<file path="config.mk">
export PLATFORM = sky130hd
export DESIGN_NAME = fht_control_gen_flat
export DESIGN_NICKNAME = d
export VERILOG_FILES = /design/src/rtl/fht_pkg.sv /design/src/rtl/fht_control_gen_if.sv /design/src/rtl/fht_delay_line.sv /design/src/rtl/fht_control_gen.sv /design/src/flat_wrapper.sv
export SDC_FILE = /design/constraint.sdc
export NUM_CORES = 1
export LEC_CHECK = 0
export CORE_MARGIN = 10
export CORE_UTILIZATION = 53
export CTS_CLUSTER_DIAMETER = 50
export DETAILED_ROUTE_END_ITERATION = 7
export PLACE_DENSITY = 0.81
export SLEW_MARGIN = 20
export SYNTH_ARGS = -nofsm -noshare
export SYNTH_HDL_FRONTEND = slang
export SYNTH_HIERARCHICAL = 1
export SYNTH_SLANG_ARGS = --single-unit
</file>
<file path="constraint.sdc">
create_clock -name iCLK -period 5.53 [get_ports iCLK]
set_clock_uncertainty 0.2 [all_clocks]
set_input_delay 1.106 -clock iCLK [delete_from_list [all_inputs] [get_ports iCLK]]
set_output_delay 1.106 -clock iCLK [all_outputs]
set_load 0.02 [all_outputs]
</file>
<file path="src/rtl/fht_pkg.sv">
// Shared types, defaults and helpers for the FHT
// address/control sequencer.
package fht_pkg;

  localparam int FHT_N_LOG2   = 10;
  localparam int FHT_PIPE_LAT = 2;
  localparam int DEPTH        = 2 ** (FHT_N_LOG2 - 2);
  localparam int STAGE_LEN    = DEPTH + FHT_PIPE_LAT + 2;

  typedef enum logic [1:0] {
    ST_IDLE,
    ST_RUN,
    ST_FIN
  } state_t;

  function automatic int f_clog2(input int v);
    int r;
    r = 0;
    while ((1 << r) < v) r++;
    return r;
  endfunction

  // Reverses the low w bits of v
  function automatic logic [31:0] f_bitrev(
    input logic [31:0] v,
    input int          w
  );
    logic [31:0] r;
    logic [31:0] x;
    r = '0;
    x = v;
    for (int i = 0; i < 32; i++) begin
      if (i < w) begin
        r = {r[30:0], x[0]};
        x = x >> 1;
      end
    end
    return r;
  endfunction

endpackage

</file>
<file path="src/rtl/fht_control_gen_if.sv">
// Control/address bundle between the FHT sequencer
// and the datapath that consumes it.
interface fht_control_gen_if
  import fht_pkg::*;
#(
  parameter int N_LOG2 = FHT_N_LOG2,
  parameter int A_BIT  = N_LOG2 - 2,
  parameter int SW     = f_clog2(N_LOG2)
);
  logic             iSTART;
  logic             iABORT;
  logic             oRDY;
  logic             oDONE;
  logic [SW-1:0]    oSTAGE;
  logic             oST_ZERO;
  logic             oST_LAST;
  logic             o2ND_PART_SUBSEC;
  logic [A_BIT-1:0] oSECTOR;
  logic [A_BIT-1:0] oADDR_RD_0;
  logic [A_BIT-1:0] oADDR_RD_1;
  logic [A_BIT-1:0] oADDR_RD_2;
  logic [A_BIT-1:0] oADDR_RD_3;
  logic [A_BIT-1:0] oADDR_WR_0;
  logic [A_BIT-1:0] oADDR_WR_1;
  logic [A_BIT-1:0] oADDR_WR_2;
  logic [A_BIT-1:0] oADDR_WR_3;
  logic [A_BIT-1:0] oADDR_COEF;
  logic             oWE_A;
  logic             oWE_B;
  logic             oSOURCE_DATA;

  modport slave (
    input  iSTART, iABORT,
    output oRDY, oDONE, oSTAGE,
    output oST_ZERO, oST_LAST, o2ND_PART_SUBSEC,
    output oSECTOR, oADDR_COEF,
    output oADDR_RD_0, oADDR_RD_1,
    output oADDR_RD_2, oADDR_RD_3,
    output oADDR_WR_0, oADDR_WR_1,
    output oADDR_WR_2, oADDR_WR_3,
    output oWE_A, oWE_B, oSOURCE_DATA
  );

  modport master (
    output iSTART, iABORT,
    input  oRDY, oDONE, oSTAGE,
    input  oST_ZERO, oST_LAST, o2ND_PART_SUBSEC,
    input  oSECTOR, oADDR_COEF,
    input  oADDR_RD_0, oADDR_RD_1,
    input  oADDR_RD_2, oADDR_RD_3,
    input  oADDR_WR_0, oADDR_WR_1,
    input  oADDR_WR_2, oADDR_WR_3,
    input  oWE_A, oWE_B, oSOURCE_DATA
  );
endinterface

</file>
<file path="src/rtl/fht_delay_line.sv">
// Clearable shift register used to align write
// addresses and coefficients with the butterfly.
module fht_delay_line #(
  parameter int W   = 1,
  parameter int LAT = 1
) (
  input  logic         i_clk,
  input  logic         i_clr,
  input  logic [W-1:0] i_d,
  output logic [W-1:0] o_q
);
  logic [W-1:0] r_sr [LAT];

  always_ff @(posedge i_clk) begin
    if (i_clr) begin
      for (int i = 0; i < LAT; i++) r_sr[i] <= '0;
    end else begin
      r_sr[0] <= i_d;
      for (int i = 1; i < LAT; i++)
        r_sr[i] <= r_sr[i-1];
    end
  end

  assign o_q = r_sr[LAT-1];
endmodule

</file>
<file path="src/rtl/fht_control_gen.sv">
// Address/control sequencer for an in-place 4-bank
// radix-2 FHT; outputs trail the stage counters by one.
module fht_control_gen
  import fht_pkg::*;
#(
  parameter int N_LOG2   = FHT_N_LOG2,
  parameter int A_BIT    = N_LOG2 - 2,
  parameter int PIPE_LAT = FHT_PIPE_LAT,
  parameter int COEF_LAT = 1
) (
  input logic iCLK,
  input logic iRESET,
  fht_control_gen_if.slave bus
);
  localparam int P_DEPTH = 2 ** A_BIT;
  localparam int P_SLEN  = P_DEPTH + PIPE_LAT + 2;
  localparam int SW      = f_clog2(N_LOG2);
  localparam int TW      = f_clog2(P_SLEN);

  localparam logic [TW-1:0] T_LAST = TW'(P_SLEN - 1);
  localparam logic [TW-1:0] T_RDE  = TW'(P_DEPTH);
  localparam logic [TW-1:0] T_WRB  = TW'(PIPE_LAT);
  localparam logic [TW-1:0] T_WRE  =
    TW'(P_DEPTH + PIPE_LAT);
  localparam logic [SW-1:0] S_LAST = SW'(N_LOG2 - 1);
  localparam logic [SW-1:0] S_ONE  = SW'(1);
  localparam logic [A_BIT-1:0] ONES = '1;

  state_t        r_state;
  logic [TW-1:0] r_t;
  logic [SW-1:0] r_s;
  logic          r_rdy;
  logic          r_done;

  logic w_act;
  logic w_abort;
  logic w_clr;

  assign w_act   = (r_state == ST_RUN);
  assign w_abort = bus.iABORT && (r_state != ST_IDLE);
  assign w_clr   = iRESET || w_abort;

  always_ff @(posedge iCLK) begin
    if (iRESET || w_abort) begin
      r_state <= ST_IDLE;
      r_t     <= '0;
      r_s     <= '0;
      r_rdy   <= 1'b1;
      r_done  <= 1'b0;
    end else begin
      r_done <= 1'b0;
      unique case (r_state)
        ST_IDLE: begin
          if (bus.iSTART && !bus.iABORT) begin
            r_state <= ST_RUN;
            r_t     <= '0;
            r_s     <= '0;
            r_rdy   <= 1'b0;
          end
        end
        ST_RUN: begin
          if (r_t == T_LAST) begin
            r_t <= '0;
            if (r_s == S_LAST) begin
              r_s     <= '0;
              r_state <= ST_FIN;
            end else begin
              r_s <= r_s + 1'b1;
            end
          end else begin
            r_t <= r_t + 1'b1;
          end
        end
        ST_FIN: begin
          r_state <= ST_IDLE;
          r_rdy   <= 1'b1;
          r_done  <= 1'b1;
        end
        default: r_state <= ST_IDLE;
      endcase
    end
  end

  // Sector geometry: SEC_LEN = 2**(A_BIT - w_sh)
  logic [SW-1:0]    w_sh;
  logic [A_BIT-1:0] w_lin;
  logic [A_BIT-1:0] w_m;
  logic [A_BIT-1:0] w_ts;
  logic [A_BIT-1:0] w_neg;
  logic [A_BIT-1:0] w_sec;
  logic [A_BIT-1:0] w_mir;
  logic [A_BIT-1:0] w_hlen;
  logic             w_hi_s;
  logic             w_last;
  logic             w_half_rd;
  logic             w_rd_win;
  logic             w_wr_win;

  assign w_sh   = (r_s == '0) ? '0 : r_s - 1'b1;
  assign w_lin  = r_t[A_BIT-1:0];
  assign w_m    = ONES >> w_sh;
  assign w_ts   = w_lin & w_m;
  assign w_neg  = ~w_ts + 1'b1;
  assign w_sec  = w_lin >> (SW'(A_BIT) - w_sh);
  assign w_hlen = (w_m >> 1) + 1'b1;
  assign w_hi_s = (r_s > S_ONE);
  assign w_last = (r_s == S_LAST);
  assign w_mir  = w_hi_s
    ? ((w_lin & ~w_m) | (w_neg & w_m))
    : w_lin;
  assign w_half_rd = w_act && w_hi_s &&
    ((w_ts & (w_m ^ (w_m >> 1))) != '0);
  assign w_rd_win = w_act && (r_t < T_RDE);
  assign w_wr_win = w_act && (r_t >= T_WRB) &&
    (r_t < T_WRE);

  logic [A_BIT-1:0] w_lin_d;
  logic [A_BIT-1:0] w_coef_d;
  logic [A_BIT-1:0] w_wcnt;
  logic [A_BIT-1:0] w_coef_q;
  logic             w_whalf;

  assign w_lin_d  = w_act ? w_lin : '0;
  assign w_coef_d = (w_act && r_s != '0)
    ? A_BIT'(f_bitrev(32'(w_sec), A_BIT))
    : '0;

  fht_delay_line #(.W(A_BIT), .LAT(PIPE_LAT)) u_dl_wr (
    .i_clk (iCLK),
    .i_clr (w_clr),
    .i_d   (w_lin_d),
    .o_q   (w_wcnt)
  );

  fht_delay_line #(.W(1), .LAT(PIPE_LAT)) u_dl_half (
    .i_clk (iCLK),
    .i_clr (w_clr),
    .i_d   (w_half_rd),
    .o_q   (w_whalf)
  );

  fht_delay_line #(.W(A_BIT), .LAT(COEF_LAT)) u_dl_coef (
    .i_clk (iCLK),
    .i_clr (w_clr),
    .i_d   (w_coef_d),
    .o_q   (w_coef_q)
  );

  logic             w_keep;
  logic [A_BIT-1:0] w_wr_lo;
  logic [A_BIT-1:0] w_wr_hi;

  assign w_keep = !w_hi_s || w_last;

  always_comb begin
    w_wr_lo = w_wcnt;
    w_wr_hi = w_wcnt;
    unique case (1'b1)
      w_keep: begin
        w_wr_lo = w_wcnt;
        w_wr_hi = w_wcnt;
      end
      (!w_keep && !w_whalf):
        w_wr_hi = w_wcnt + w_hlen;
      (!w_keep && w_whalf):
        w_wr_lo = w_wcnt - w_hlen;
    endcase
  end

  logic             r_run;
  logic [SW-1:0]    r_stage;
  logic             r_half;
  logic [A_BIT-1:0] r_sec;
  logic [A_BIT-1:0] r_rd_lin;
  logic [A_BIT-1:0] r_rd_mir;
  logic [A_BIT-1:0] r_wr_lo;
  logic [A_BIT-1:0] r_wr_hi;
  logic [A_BIT-1:0] r_coef;
  logic             r_we_a;
  logic             r_we_b;
  logic             r_src;

  always_ff @(posedge iCLK) begin
    if (iRESET || w_abort) begin
      r_run    <= 1'b0;
      r_stage  <= '0;
      r_half   <= 1'b0;
      r_sec    <= '0;
      r_rd_lin <= '0;
      r_rd_mir <= '0;
      r_wr_lo  <= '0;
      r_wr_hi  <= '0;
      r_coef   <= '0;
      r_we_a   <= 1'b0;
      r_we_b   <= 1'b0;
      r_src    <= 1'b0;
    end else begin
      r_run    <= w_act;
      r_stage  <= w_act ? r_s : '0;
      r_half   <= w_half_rd;
      r_sec    <= w_act ? w_sec : '0;
      r_rd_lin <= w_rd_win ? w_lin : '0;
      r_rd_mir <= w_rd_win ? w_mir : '0;
      r_wr_lo  <= w_wr_win ? w_wr_lo : '0;
      r_wr_hi  <= w_wr_win ? w_wr_hi : '0;
      r_coef   <= w_act ? w_coef_q : '0;
      r_we_a   <= w_wr_win && r_s[0];
      r_we_b   <= w_wr_win && !r_s[0];
      r_src    <= w_act && r_s[0];
    end
  end

  assign bus.oRDY             = r_rdy;
  assign bus.oDONE            = r_done;
  assign bus.oSTAGE           = r_stage;
  assign bus.oST_ZERO         = r_run && (r_stage == '0);
  assign bus.oST_LAST         = r_run && (r_stage == S_LAST);
  assign bus.o2ND_PART_SUBSEC = r_half;
  assign bus.oSECTOR          = r_sec;
  assign bus.oADDR_RD_0       = r_rd_lin;
  assign bus.oADDR_RD_2       = r_rd_lin;
  assign bus.oADDR_RD_1       = r_rd_mir;
  assign bus.oADDR_RD_3       = r_rd_mir;
  assign bus.oADDR_WR_0       = r_wr_lo;
  assign bus.oADDR_WR_1       = r_wr_lo;
  assign bus.oADDR_WR_2       = r_wr_hi;
  assign bus.oADDR_WR_3       = r_wr_hi;
  assign bus.oADDR_COEF       = r_coef;
  assign bus.oWE_A            = r_we_a;
  assign bus.oWE_B            = r_we_b;
  assign bus.oSOURCE_DATA     = r_src;
endmodule

</file>
<file path="src/flat_wrapper.sv">
// flat-port wrapper written by rule: the top's interface ports become plain ports
module fht_control_gen_flat import fht_pkg::*;
#(
  parameter int N_LOG2   = FHT_N_LOG2,
  parameter int A_BIT    = N_LOG2 - 2,
  parameter int PIPE_LAT = FHT_PIPE_LAT,
  parameter int COEF_LAT = 1
)
  (iCLK, iRESET, bus_iSTART, bus_iABORT, bus_oRDY, bus_oDONE, bus_oSTAGE, bus_oST_ZERO, bus_oST_LAST, bus_o2ND_PART_SUBSEC, bus_oSECTOR, bus_oADDR_COEF, bus_oADDR_RD_0, bus_oADDR_RD_1, bus_oADDR_RD_2, bus_oADDR_RD_3, bus_oADDR_WR_0, bus_oADDR_WR_1, bus_oADDR_WR_2, bus_oADDR_WR_3, bus_oWE_A, bus_oWE_B, bus_oSOURCE_DATA);
  fht_control_gen_if #(.N_LOG2(N_LOG2), .A_BIT(A_BIT)) bus_i ();
  input logic iCLK;
  input logic iRESET;
  input wire logic [$bits(bus_i.iSTART)-1:0] bus_iSTART;
  input wire logic [$bits(bus_i.iABORT)-1:0] bus_iABORT;
  output wire logic [$bits(bus_i.oRDY)-1:0] bus_oRDY;
  output wire logic [$bits(bus_i.oDONE)-1:0] bus_oDONE;
  output wire logic [$bits(bus_i.oSTAGE)-1:0] bus_oSTAGE;
  output wire logic [$bits(bus_i.oST_ZERO)-1:0] bus_oST_ZERO;
  output wire logic [$bits(bus_i.oST_LAST)-1:0] bus_oST_LAST;
  output wire logic [$bits(bus_i.o2ND_PART_SUBSEC)-1:0] bus_o2ND_PART_SUBSEC;
  output wire logic [$bits(bus_i.oSECTOR)-1:0] bus_oSECTOR;
  output wire logic [$bits(bus_i.oADDR_COEF)-1:0] bus_oADDR_COEF;
  output wire logic [$bits(bus_i.oADDR_RD_0)-1:0] bus_oADDR_RD_0;
  output wire logic [$bits(bus_i.oADDR_RD_1)-1:0] bus_oADDR_RD_1;
  output wire logic [$bits(bus_i.oADDR_RD_2)-1:0] bus_oADDR_RD_2;
  output wire logic [$bits(bus_i.oADDR_RD_3)-1:0] bus_oADDR_RD_3;
  output wire logic [$bits(bus_i.oADDR_WR_0)-1:0] bus_oADDR_WR_0;
  output wire logic [$bits(bus_i.oADDR_WR_1)-1:0] bus_oADDR_WR_1;
  output wire logic [$bits(bus_i.oADDR_WR_2)-1:0] bus_oADDR_WR_2;
  output wire logic [$bits(bus_i.oADDR_WR_3)-1:0] bus_oADDR_WR_3;
  output wire logic [$bits(bus_i.oWE_A)-1:0] bus_oWE_A;
  output wire logic [$bits(bus_i.oWE_B)-1:0] bus_oWE_B;
  output wire logic [$bits(bus_i.oSOURCE_DATA)-1:0] bus_oSOURCE_DATA;
  assign bus_i.iSTART = bus_iSTART;
  assign bus_i.iABORT = bus_iABORT;
  assign bus_oRDY = bus_i.oRDY;
  assign bus_oDONE = bus_i.oDONE;
  assign bus_oSTAGE = bus_i.oSTAGE;
  assign bus_oST_ZERO = bus_i.oST_ZERO;
  assign bus_oST_LAST = bus_i.oST_LAST;
  assign bus_o2ND_PART_SUBSEC = bus_i.o2ND_PART_SUBSEC;
  assign bus_oSECTOR = bus_i.oSECTOR;
  assign bus_oADDR_COEF = bus_i.oADDR_COEF;
  assign bus_oADDR_RD_0 = bus_i.oADDR_RD_0;
  assign bus_oADDR_RD_1 = bus_i.oADDR_RD_1;
  assign bus_oADDR_RD_2 = bus_i.oADDR_RD_2;
  assign bus_oADDR_RD_3 = bus_i.oADDR_RD_3;
  assign bus_oADDR_WR_0 = bus_i.oADDR_WR_0;
  assign bus_oADDR_WR_1 = bus_i.oADDR_WR_1;
  assign bus_oADDR_WR_2 = bus_i.oADDR_WR_2;
  assign bus_oADDR_WR_3 = bus_i.oADDR_WR_3;
  assign bus_oWE_A = bus_i.oWE_A;
  assign bus_oWE_B = bus_i.oWE_B;
  assign bus_oSOURCE_DATA = bus_i.oSOURCE_DATA;
  fht_control_gen #(.N_LOG2(N_LOG2), .A_BIT(A_BIT), .PIPE_LAT(PIPE_LAT), .COEF_LAT(COEF_LAT)) u_core (.iCLK(iCLK), .iRESET(iRESET), .bus(bus_i));
endmodule
</file>
==> results.txt <==
Die H = 120 um
DR vias/cell = 5.38
Async S/R FF share, synth = 0
Crit path kind = register to register
Initial antenna violation count = 0
Synth top area share = 0.379
Largest net degree at the start of global routing = 33
Cell taking the most area after synthesis = dfxtp_1
MaxCap Viol Count = 0
Area contributors post-synth = dfxtp_1 38%, ha_1 7.1%, buf_4 5.7%
Total number of vias = 4,166
CP Capture Type = register
Die width = 120 um
Area of the multi-input gates = 0.00272 sq mm
# DRC = 0
1st-iter DRT viols = 304
I/O Pins = 96
Starting density of the core = 0.543
Antenna-violating nets left = 0
Worst hold path type = register to register
Final setup fails = 0
Placed cell areas = 0.00597 sq mm
FF+latch area = 0.00200 sq mm
Buffer depth of the longest clock path = 2
Routed len/inst = 15.5 um
Syn. warnings = 6
Post-route design area = 0.00618 sq mm
Placer Congestion = 0.956
Relative slew slack = 0.287
Cells after synthesis = 599
Total GRT Usage = 0.164
Post-CTS Setup Bufs = 0
Vias in the first global route = 4,007
Status = finished, final reports clean
Die footprint = 0.0144 sq mm
Num rows = 36
Ys flop type = dfxtp_1
Clk sinks = 100
Avg Cell Area, Syn = 8.82 sq um
Register-to-Register Setup Slack = 500 ps
Final worst path period share = 0.910
Number of synthesized flops with an enable pin = 0
Htree depth = 3
Area grow syn2layout = 16.9%
RSZ-0062 raised after global routing = no
Filler cells = 826
Most numerous cell in the Yosys netlist = dfxtp_1
Fin. max-slew vios = 0
Synthesized area = 0.00528 sq mm
CTS Root Cell = clkbuf_8
Worst-path clk slew = 100 ps
Post-route minimum period = 5030 ps
Post-CTS Resized = 0
Critical Path AT = 5090 ps
CP startpoint kind = register
Worst EP required = 5590 ps
Worst-Margin Slew = 1070 ps
Total core area = 0.00973 sq mm
Most common library cells after synthesis = 100 x dfxtp_1, 71 x nor2_1, 40 x buf_4
Setup TNS = 0 ps
CTS tree = built
Layout Nets = 673
Antenna Cells = 0
Worst-skew pair later-pin latency = 360 ps
Flops & latches, synth = 100
Leak Pwr = 0.00228 uW
Worst IR Drop VDD = 0.155 mV
Yosys cell types = 65
Wirelength, routed = 12.0 mm
Crit Path Max Fanout = 12
Hold_buf cts = 0
# port buffers = 95
First-pass GRT wire length = 19.6 mm
Gr ovfl total = 0
Ratio of cells with drive above 1 in the final layout = 0.0872
Final Hold Viols = 0
DR pass1 iterations = 5
HPWL Detailed = 9.03 mm
Power per standard cell area = 219 mW/mm^2
Sequential fraction of the synthesis area = 0.379
Num CTS Buffers = 9
Hold WS = 234 ps
Fmax = 199 MHz
Syn_nets = 635
## final cells by class
cell class / count / share of cell area
sequential: 100 / 0.324
multi-input combinational: 397 / 0.440
clock buffer: 10 / 0.0223
tap: 133 / 0.0269
clock inverter: 6 / 0.0113
inverter: 33 / 0.0201
timing repair buffer: 96 / 0.155
## report_power, final
group | internal [uW] | switching [uW]
logic | 53.6 | 89.7
registers | 722 | 3.68
clock network | 225 | 255
total | 1000 | 349
## kinds of logic (layout without fill, tap and decap cells)
logic type               count (synthesis)  count (layout)  share of synthesized area
buffers and inverters                  102             145                      0.107
adder cells (fa/ha/maj)                 32              32                     0.0786
multiplexers                            20              20                     0.0438
XOR/XNOR                                20              20                     0.0332
AND/OR/NAND/NOR                        235             235                      0.236
flip-flops                             100             100                      0.379
AO/OA/AOI/OAI                           90              90                      0.123
## critical path, stage by stage, from the launching register on
cell and delay (ps):
dfxtp_1 400, inv_1 140, ha_1 400, nor3b_2 480
nor2_4 130, inv_1 170, ha_1 190, inv_1 50
ha_1 240, nor2_1 240, ha_1 250, nand2_1 70
mux2i_1 120, and2_1 160, ha_1 330, a21o_1 200
a21oi_1 230, a211oi_1 110, a211oi_1 290, mux2_2 390
mux2i_1 120
## through the flow
| step | total power, uW | instances | worst slack, ps | utilization |
|---|---|---|---|---|
| final | 1350 | 775 | 497 | 0.635 |
| after global routing | 1400 | 775 | 115 | 0.635 |
| after CTS | 1360 | 775 | 608 | 0.635 |
| after detailed placement | 882 | 759 | 638 | 0.614 |
| after global placement | 877 | 759 | 809 | 0.614 |
| after floorplan | 851 | 599 | 1100 | - |
## cells in the final DEF (no fill, tap or decap), types with 3 or more instances in the layout
cell type / synthesis / final
a211oi_1: 15 / 15
a21o_1: 4 / 4
a21oi_1: 26 / 26
a31oi_1: 5 / 5
and2_1: 26 / 26
and2b_2: 6 / 6
and3_1: 5 / 5
clkbuf_8: 0 / 10
clkdlybuf4s50_1: 0 / 95
dfxtp_1: 100 / 100
ha_1: 30 / 30
inv_1: 31 / 31
mux2_1: 3 / 3
mux2i_1: 13 / 13
nand2_1: 35 / 35
nand2b_1: 8 / 8
nand3_1: 7 / 7
nand4_1: 3 / 3
nor2_1: 71 / 71
nor2b_1: 22 / 22
nor2b_2: 7 / 7
nor3_1: 18 / 18
nor3b_1: 4 / 4
nor4_1: 4 / 4
o21a_1: 4 / 4
o21ai_0: 10 / 10
o21bai_1: 4 / 4
or2_2: 5 / 5
or3_1: 3 / 3
xnor2_1: 14 / 14
xor2_1: 6 / 6
## worst paths after layout
check / from / end / cells past startpoint
hold / removal: u_core/u_dl_coef/r_sr[0][0]$_SDFF_PP0_ / u_core/bus.oADDR_COEF[0]$_SDFF_PP0_ / 1
setup / recovery: u_core/r_s[1]$_SDFFE_PP0P_ / u_core/bus.oADDR_WR_2[7]$_SDFF_PP0_ / 20
setup reg to reg: u_core/r_s[1]$_SDFFE_PP0P_ / u_core/bus.oADDR_WR_2[7]$_SDFF_PP0_ / 20
hold reg to reg: u_core/u_dl_coef/r_sr[0][0]$_SDFF_PP0_ / u_core/bus.oADDR_COEF[0]$_SDFF_PP0_ / 1
## registers in the layout (all words and copies together) (netlist names), 2 cells and up
register and flops:
u_core/bus.oADDR_COEF 8, u_core/bus.oADDR_RD_0 8, u_core/bus.oADDR_RD_1 8, u_core/bus.oADDR_WR_0 8
u_core/bus.oADDR_WR_2 8, u_core/bus.oSECTOR 8, u_core/bus.oSTAGE 4, u_core/r_s 4
u_core/r_state 2, u_core/r_t 9, u_core/u_dl_coef/r_sr 8, u_core/u_dl_half/r_sr 2
u_core/u_dl_wr/r_sr 16
## metal layers
| metal | vias up | GRT usage | routed length [um] |
|---|---|---|---|
| li1 | 2031 | - | - |
| met1 | 1915 | 0.201 | 5110 |
| met2 | 199 | 0.265 | 5630 |
| met3 | 21 | 0.0431 | 1080 |
| met4 | 0 | 0.0724 | 202 |
| met5 | - | 0 | 0 |
Note: power is estimated with default switching activity, not from simulation.
